`config.mk`:
```
export PLATFORM = sky130hd
export DESIGN_NAME = coco_kbd_matrix
export DESIGN_NICKNAME = d
export VERILOG_FILES = /design/src/rtl/coco_kbd_pkg.sv /design/src/rtl/coco_kbd_xlate.sv /design/src/rtl/coco_kbd_matrix.sv
export SDC_FILE = /design/constraint.sdc
export NUM_CORES = 1
export LEC_CHECK = 0
export BUFFER_PORTS_ARGS = -buffer_cell sky130_fd_sc_hd__buf_4
export CAP_MARGIN = 0
export CORE_ASPECT_RATIO = 0.75
export CORE_MARGIN = 4
export CORE_UTILIZATION = 55
export CTS_CLUSTER_SIZE = 20
export DETAILED_ROUTE_END_ITERATION = 16
export PLACE_DENSITY = 0.7
export SYNTH_ARGS = -nofsm -noshare
export SYNTH_HDL_FRONTEND = slang
export SYNTH_SLANG_ARGS = --single-unit
```
`constraint.sdc`:
```
create_clock -name i_clk -period 3.2 [get_ports i_clk]
set_input_delay 0.16 -clock i_clk [delete_from_list [all_inputs] [get_ports i_clk]]
set_output_delay 0.16 -clock i_clk [all_outputs]
set_load 0.01 [all_outputs]
```
`src/rtl/coco_kbd_pkg.sv`:
```
// coco_kbd_pkg: shared types and scancode constants for the CoCo keyboard matrix
package coco_kbd_pkg;
    localparam int ROWS = 7;
    localparam int COLS = 8;

    typedef struct packed {
        logic       valid;
        logic [2:0] row;
        logic [2:0] col;
    } key_pos_t;

    localparam logic [7:0] SC_LSHIFT = 8'h12;
    localparam logic [7:0] SC_RSHIFT = 8'h59;
    localparam logic [7:0] SC_ESC    = 8'h76;
    localparam logic [7:0] SC_ENTER  = 8'h5A;

    function automatic key_pos_t kp(input int r, input int c);
        return '{1'b1, 3'(r), 3'(c)};
    endfunction
endpackage

```
`src/rtl/coco_kbd_xlate.sv`:
```
// coco_kbd_xlate: combinational set-2 {extended, scancode} to CoCo matrix position
module coco_kbd_xlate
    import coco_kbd_pkg::*;
(
    input  logic       i_ext,
    input  logic [7:0] i_code,
    output key_pos_t   o_pos
);
    always_comb begin
        o_pos = '0;
        case ({i_ext, i_code})
            9'h054: o_pos = kp(0, 0);
            9'h01C: o_pos = kp(0, 1);
            9'h032: o_pos = kp(0, 2);
            9'h021: o_pos = kp(0, 3);
            9'h023: o_pos = kp(0, 4);
            9'h024: o_pos = kp(0, 5);
            9'h02B: o_pos = kp(0, 6);
            9'h034: o_pos = kp(0, 7);
            9'h033: o_pos = kp(1, 0);
            9'h043: o_pos = kp(1, 1);
            9'h03B: o_pos = kp(1, 2);
            9'h042: o_pos = kp(1, 3);
            9'h04B: o_pos = kp(1, 4);
            9'h03A: o_pos = kp(1, 5);
            9'h031: o_pos = kp(1, 6);
            9'h044: o_pos = kp(1, 7);
            9'h04D: o_pos = kp(2, 0);
            9'h015: o_pos = kp(2, 1);
            9'h02D: o_pos = kp(2, 2);
            9'h01B: o_pos = kp(2, 3);
            9'h02C: o_pos = kp(2, 4);
            9'h03C: o_pos = kp(2, 5);
            9'h02A: o_pos = kp(2, 6);
            9'h01D: o_pos = kp(2, 7);
            9'h022: o_pos = kp(3, 0);
            9'h035: o_pos = kp(3, 1);
            9'h01A: o_pos = kp(3, 2);
            9'h175: o_pos = kp(3, 3);
            9'h172: o_pos = kp(3, 4);
            9'h16B: o_pos = kp(3, 5);
            9'h174: o_pos = kp(3, 6);
            9'h029: o_pos = kp(3, 7);
            9'h045: o_pos = kp(4, 0);
            9'h016: o_pos = kp(4, 1);
            9'h01E: o_pos = kp(4, 2);
            9'h026: o_pos = kp(4, 3);
            9'h025: o_pos = kp(4, 4);
            9'h02E: o_pos = kp(4, 5);
            9'h036: o_pos = kp(4, 6);
            9'h03D: o_pos = kp(4, 7);
            9'h03E: o_pos = kp(5, 0);
            9'h046: o_pos = kp(5, 1);
            9'h052: o_pos = kp(5, 2);
            9'h04C: o_pos = kp(5, 3);
            9'h041: o_pos = kp(5, 4);
            9'h04E: o_pos = kp(5, 5);
            9'h049: o_pos = kp(5, 6);
            9'h04A: o_pos = kp(5, 7);
            {1'b0, SC_ENTER}:  o_pos = kp(6, 0);
            9'h16C:            o_pos = kp(6, 1);
            {1'b0, SC_ESC}:    o_pos = kp(6, 2);
            {1'b0, SC_LSHIFT}: o_pos = kp(6, 7);
            {1'b0, SC_RSHIFT}: o_pos = kp(6, 7);
            default:           o_pos = '0;
        endcase
    end
endmodule

```
`src/rtl/coco_kbd_matrix.sv`:
```
// coco_kbd_matrix: ps2_key events to CoCo 2 keyboard matrix with minimum key hold
module coco_kbd_matrix
    import coco_kbd_pkg::*;
#(
    parameter int HOLD_CYCLES = 1145440,
    parameter int CNT_W       = 21
) (
    input  logic        i_clk,
    input  logic        i_rst_n,
    input  logic [10:0] i_ps2_key,
    input  logic [7:0]  i_col_n,
    input  logic        i_joy1_fire,
    input  logic        i_joy2_fire,
    output logic [6:0]  o_rows_n,
    output logic        o_key_event,
    output logic        o_any_key
);
    localparam int N = ROWS * COLS;

    logic [N-1:0]     r_matrix, r_pend, w_matrix, w_pend, w_bit, w_press, w_rel;
    logic [CNT_W-1:0] r_timer, w_timer;
    logic             r_tog, r_armed, r_lshift, r_rshift;
    logic             w_lshift, w_rshift, w_evt, w_shift, w_drain;
    logic [6:0]       w_rows_n;
    key_pos_t         w_pos;

    coco_kbd_xlate u_xlate (
        .i_ext  (i_ps2_key[8]),
        .i_code (i_ps2_key[7:0]),
        .o_pos  (w_pos)
    );

    always_comb begin
        w_evt    = r_armed && (i_ps2_key[10] != r_tog) && w_pos.valid;
        w_bit    = N'(1) << (w_pos.row * COLS + w_pos.col);
        w_shift  = (w_pos.row == 3'd6) && (w_pos.col == 3'd7);
        w_lshift = r_lshift;
        w_rshift = r_rshift;
        if (w_evt && w_shift && i_ps2_key[7:0] == SC_LSHIFT)
            w_lshift = i_ps2_key[9];
        if (w_evt && w_shift && i_ps2_key[7:0] == SC_RSHIFT)
            w_rshift = i_ps2_key[9];
        w_press  = (w_evt && i_ps2_key[9]) ? w_bit : '0;
        // the shared shift bit is only released once neither shift key is held
        w_rel    = (w_evt && !i_ps2_key[9] && !(w_shift && (w_lshift || w_rshift))) ? w_bit : '0;
        // timer at 1 expires this cycle, at 0 releases act at once; either way pending drains now
        w_drain  = r_timer <= CNT_W'(1);
        w_matrix = (w_drain ? r_matrix & ~(r_pend | w_rel) : r_matrix) | w_press;
        w_pend   = w_drain ? '0 : (r_pend | w_rel) & ~w_press;
        w_timer  = |w_press ? CNT_W'(HOLD_CYCLES) : (r_timer != '0 ? r_timer - 1'b1 : r_timer);
        w_rows_n = '1;
        for (int r = 0; r < ROWS; r++)
            w_rows_n[r] = ~|(r_matrix[r*COLS +: COLS] & ~i_col_n);
        if (i_joy1_fire)
            w_rows_n[0] = 1'b0;
        if (i_joy2_fire)
            w_rows_n[1] = 1'b0;
    end

    always_ff @(posedge i_clk or negedge i_rst_n) begin
        if (!i_rst_n) begin
            r_matrix    <= '0;
            r_pend      <= '0;
            r_timer     <= '0;
            r_tog       <= 1'b0;
            r_armed     <= 1'b0;
            r_lshift    <= 1'b0;
            r_rshift    <= 1'b0;
            o_rows_n    <= '1;
            o_key_event <= 1'b0;
            o_any_key   <= 1'b0;
        end else begin
            r_matrix    <= w_matrix;
            r_pend      <= w_pend;
            r_timer     <= w_timer;
            r_tog       <= i_ps2_key[10];
            r_armed     <= 1'b1;
            r_lshift    <= w_lshift;
            r_rshift    <= w_rshift;
            o_rows_n    <= w_rows_n;
            o_key_event <= w_evt;
            o_any_key   <= |r_matrix;
        end
    end
endmodule

```
# Yosys cells after proc, flatten, opt, wreduce, memory -nomap -nowiden

Cells that the tools add are included.

Add/sub/neg operators: 2
Order comparisons: 1
Eq/ne operators: 58
Shift operators: 1
Mux-type cells: 11
Bitwise logic cells: 14
Reduce and logical (&&, ||, !) cells: 32

Operators by type and width:

| cell                  | number |
|---|---|
| $pmux 7 s52           | 1 |
| $mux 56               | 4 |
| $eq 9x6->1 const B    | 23 |
| $eq 9x7->1 const B    | 17 |
| $and 56x56->56        | 2 |
| $not 56->56           | 2 |
| $or 56x56->56         | 2 |
| $reduce_or 56->1      | 2 |
| $eq 9x5->1 const B    | 8 |
| $and 8x8->8           | 7 |
| $reduce_or 8->1       | 7 |
| $shl 1x7->56 const A  | 1 |
| $eq 9x9->1 const B    | 5 |
| $mux 21               | 2 |
| $le 21x1->1 const B   | 1 |
| $reduce_bool 21->1    | 1 |
| $sub 21x1->21 const B | 1 |
| $logic_and 1x1->1     | 10 |
| $logic_not 1->1       | 9 |
| $eq 8x5->1 const B    | 1 |
| $eq 8x7->1 const B    | 1 |
| $not 8->8             | 1 |
| $add 6x3->7           | 1 |
| $eq 3x3->1 const B    | 2 |
| 5 further kinds       | 8 |

Register bits: 146
Input bits: 23
Output and inout port bits: 9

# Depth between registers and ports, before layout

Word-level depth: 18
Depth in mapped cells: 13
Mapped depth without buffers: 8

# Hierarchy

Synthesis repeated with hierarchy kept, for this count alone.

Cell total of the unflattened synthesis: 821
Area, all modules: 7557.2 um2

By module, submodules not included:

| module          | instances | cells an instance | area each (um2) |
|---|---|---|---|
| coco_kbd_matrix | 1         | 647               | 6550.0 |
| coco_kbd_xlate  | 1         | 174               | 1007.2 |

# Least setup slack after synthesis

OpenSTA, ideal clock, no wires.

Path type: reg-to-reg
Start: register r_timer[8]
End: register r_matrix[33]
Library setup time: 131 ps
Data arrival time: 2580 ps
Required time: 3069 ps
Slack: 489 ps
Stages on the path, launching flop included: 12
Buffers on the path: 3
Period minus slack after synthesis: 2711 ps
Cells stage by stage: dfrtp_1 > or4_1 > or3_1 > buf_2 > nor4_4 > o211a_1 > nand2_1 > a21o_1 > buf_6 > buf_6 > o211ai_2 > o21ai_1

Word-level cells in the longest chain between the ends: 3

Ends and longest elaborated chain:

| item                   | RTL line              | RTL |
|---|---|---|
| from (decl)            | coco_kbd_matrix.sv:21 | `logic [CNT_W-1:0] r_timer, w_timer;` |
| from (signal assigned) | coco_kbd_matrix.sv:75 | `r_timer <= w_timer;` |
| $le 21x1->1            | coco_kbd_matrix.sv:47 | `w_drain = r_timer <= CNT_W'(1);` |
| $mux 56                | coco_kbd_matrix.sv:48 | `w_matrix = (w_drain ? r_matrix & ~(r_pend \| w_rel) : r_matrix) \| w_press;` |
| $or 56x56->56          | coco_kbd_matrix.sv:48 |  |
| net w_matrix[33]       | coco_kbd_matrix.sv:20 | `logic [N-1:0] r_matrix, r_pend, w_matrix, w_pend, w_bit, w_press, w_rel;` |
| to (signal assigned)   | coco_kbd_matrix.sv:73 | `r_matrix <= w_matrix;` |
| to (decl)              | coco_kbd_matrix.sv:20 |  |

The timed path passes the listed nets, and every way through them passes these cells.
A chain may end at the register's enable or synchronous reset.

# Worst setup path in the final report

Start: register r_timer[8]
End: register r_matrix[11]

The elaborated chain is that of the path after synthesis.

==> summary.txt <==
Synthesis
  • Mean area per synthesized cell: 9.29 sq um
  • Primary flip-flop cell chosen by synthesis mapping: sky130_fd_sc_hd__dfrtp_1
  • Number of distinct library cells after synthesis: 87
  • Area fraction of the dominant cell type after synthesis: 0.421
  • Syn_nets: 915
  • Number of enable-type register cells in the synthesized netlist: 0
  • Total of flip-flops plus latches after synthesis: 146
  • Synthesis Warnings: 0
  • Combined area of all synthesized cells: 8270 sq um
  • Fraction of the yosys area taken by sequential cells: 0.443
  • Cells after Synth: 890
  • Area leader, netlist: sky130_fd_sc_hd__dfrtp_1
  • Synth area leaders: sky130_fd_sc_hd__dfrtp_1 (42%), sky130_fd_sc_hd__nand2_1 (4.8%), sky130_fd_sc_hd__nor2_1 (2.9%)
  • Share of flip-flops with an asynchronous set or reset: 1.00

Power and ir drop
  • Power per standard cell area: 486 nW/um^2
  • Total power of the final layout: 4.55 mW
  • Peak supply drop: 329 uV
  • Static leakage: 3.65 nW

STA
  • Clock period minus final worst setup slack: 3.00 ns
  • Max-slew violation total from the final report: 0
  • Max Fclk: 333 MHz
  • Number of failing setup endpoints in the final timing report: 0
  • Largest clock skew in the final design: 0.00978 ns
  • Unrepaired setup endpoints after global routing: no
  • Final worst-path cycle share: 0.938
  • Worst-Margin Slew: 1.01 ns
  • Sum of negative setup slack: 0 ns
  • Hold violation count in the final report: 0
  • Max transition margin: 0.319

Floorplan
  • Number of primary I/O pins: 32
  • Initial Util: 0.567
  • Area of the core region: 14600 sq um
  • Die Width: 150 microns
  • Die Height: 114 microns
  • Overall die area: 17100 sq um
  • Site row count: 38

Run
  • Max Cap Violations: 0

Place
  • Post-DP HPWL: 17700 microns
  • DP Cell Count: 1088
  • Port Buffers: 31
  • Post-placement cell area: 8700 sq um
  • Global placer's final weighted congestion: 0.967

Route
  • Routed vias/inst: 6.76
  • First-pass iteration count of the detailed router: 6
  • Vias after detailed routing: 7614
  • Antenna-violating nets left: 0
  • Iter 0 DRT Violations: 1081
  • Detailed-route DRC error count: 0
  • Final wirelength: 25900 microns
  • Wirelength per Cell: 23.0 microns

Clock tree
  • CTS clock-pin slew for the worst setup and hold paths: 0.06 ns
  • CTS Buffer Depth: 2
  • Num CTS Buffers: 17
  • Clock tree from TritonCTS: done
  • Count of H-tree levels built during CTS: 4
  • Sinks on Clock Net: 146
  • Insertion delay to the later sink of the worst-skew pair: 0.42 ns
  • Root buf cell: sky130_fd_sc_hd__clkbuf_16

Critical path
  • Critical Setup Path Class: flop to flop
  • Data required, critical path: 3.49 ns
  • Crit path largest cell delay: 0.57 ns
  • Largest fanout of any net on the critical path: 18
  • CP cell instances: or4_1, or3_1, nor4_4, o211a_4, nand2_1, a21o_1, buf_12, o211ai_1, o21ai_0
  • Arrival time at the worst endpoint: 3.29 ns
  • Type of element capturing the critical path: flop
  • Worst path bufs/invs: 1
  • Critical Path Start Type: flop
  • Register-to-register path setup slack: 0.20 ns
  • Slowest CP cell: sky130_fd_sc_hd__or4_1
  • Top delay family on crit path: simple AND/OR/NAND/NOR gates

GRT
  • Congestion Overflow GR: 0
  • Combined global-route utilization of all metal layers: 0.311
  • Antenna violations before repair: 0
  • Wire length of the first global-routing pass: 41200 microns
  • Largest net degree at the start of global routing: 89
  • Number of global-route vias before repair: 7064

Finish
  • Total number of nets in the final design: 939
  • Share of layout cells above drive strength 1: 0.166
  • Final Core Density: 0.641
  • Total inserted antenna cells: 0
  • Area used by multi-input combinational logic: 4200 sq um
  • P&R area growth vs syn: 13.1%
  • # fillers: 1201
  • Register Area: 3660 sq um
  • Post-route design area: 9360 sq um
  • Number of standard cells in the final layout excluding fillers: 1127

Outcome
  • Run status: finished clean

Min path
  • Hold/Removal Path Class: primary input to flop
-- repair_timing --
| action | in CTS | in global routing |
|---|---|---|
| hold buffers | 5 | 0 |
| endpoints found under the hold margin | 84 | 0 |
| gates resized for setup | 0 | 1 |
| buffers inserted | 0 | 2 |
| setup endpoints to repair | 0 | 11 |
-- area by class of cell --
class	count	share of cell area
Multi-Input combinational cell	664	0.449
Sequential cell	146	0.391
Timing Repair Buffer	70	0.0646
Clock buffer	19	0.0463
Tap cell	200	0.0267
Clock inverter	13	0.0160
Inverter	15	0.00602
-- state kept, by name, summed over array words and instances (netlist names) --
register     count
r_timer         21
r_tog            1
o_any_key        1
r_pend          56
o_key_event      1
r_armed          1
r_matrix        56
r_lshift         1
r_rshift         1
o_rows_n         7
-- placed cells by master (no fill, tap or decap), types with 13 or more instances in the layout --
master                      instances
sky130_fd_sc_hd__o221a_2           13
sky130_fd_sc_hd__dfrtp_1          139
sky130_fd_sc_hd__nand3_1           34
sky130_fd_sc_hd__a22oi_1           18
sky130_fd_sc_hd__clkbuf_16         17
sky130_fd_sc_hd__nor2_1            64
sky130_fd_sc_hd__a31oi_1           19
sky130_fd_sc_hd__o21ai_0           34
sky130_fd_sc_hd__nand2_1          106
sky130_fd_sc_hd__nor3_1            41
sky130_fd_sc_hd__nor4_1            23
sky130_fd_sc_hd__a21oi_1           40
sky130_fd_sc_hd__buf_4             59
sky130_fd_sc_hd__xnor2_1           16
sky130_fd_sc_hd__a211oi_1          23
sky130_fd_sc_hd__inv_1             15
-- kinds of logic after synthesis --
group	share of synthesized area
mux	0.00393
xor+xnor	0.0222
other cells	0.000453
simple gates	0.247
flops	0.443
compound gates	0.228
buf+inv	0.0522
fa+ha+maj	0.00303
-- per-layer routing --
layer  part of all wire  wire length [microns]  vias up  track usage
met1               0.46                  11900     3754        0.473
met5                  0                      0        -            0
met4              0.019                    481        0       0.0835
met2               0.43                  11200      417        0.444
met3              0.089                   2310       48       0.0748
li1                   -                      -     3395            -
-- synthesized netlist by cell type, drive strengths merged, types with 4 or more instances --
cell type	count
dfrtp	139
nand2	106
nor2	66
buf	53
o21ai	46
nor3	44
a21oi	42
nand3	36
nor4	25
a211oi	24
o211ai	22
a31oi	19
a22oi	18
xnor2	16
inv	15
o221a	15
clkbuf	12
nand4	12
a21o	11
and2	11
and3	11
or3	9
a31o	8
a32o	8
and4	8
nand2b	8
dfstp	7
o311ai	7
nand3b	5
nor3b	5
nor4bb	5
xor2	5
nor2b	4
nor4b	4
or4	4
-- metrics by stage --
step / hold WS (ns) / setup slack, ns
floorplan: -0.136 / 0.489
detailed placement: 0.286 / 0.126
global placement: 0.265 / 0.238
global route: 0.254 / 0.0166
CTS: 0.218 / 0.0638
finish: 0.236 / 0.197
-- power by group --
part	internal [mW]	leakage [nW]	total (mW)	switching [mW]
registers	1.95	1.87	2.05	0.0993
logic	0.192	1.50	0.507	0.315
clock network	1.16	0.279	1.99	0.829
total	3.30	3.65	4.55	1.24
-- tightest hold or removal path: cells and delay by family --
family	cells	cell delay (ns)
buffers and inverters	1	0.11
AOI/OAI and AO/OA	2	0.21
and+or+nand+nor	1	0.16
-- path summary, 6_finish.rpt --
kind,startpoint,to,depth (start not counted)
setup reg to reg,r_timer[8],r_matrix[11],9
hold / removal,i_col_n[7],o_rows_n[6],4
min in group asynchronous,i_rst_n,r_matrix[38],2
hold reg to reg,r_pend[51],r_matrix[51],1
max in group asynchronous,i_rst_n,o_rows_n[3],3
setup / recovery,r_timer[8],r_matrix[11],9
No activity file was read; power rests on OpenSTA's default activity.
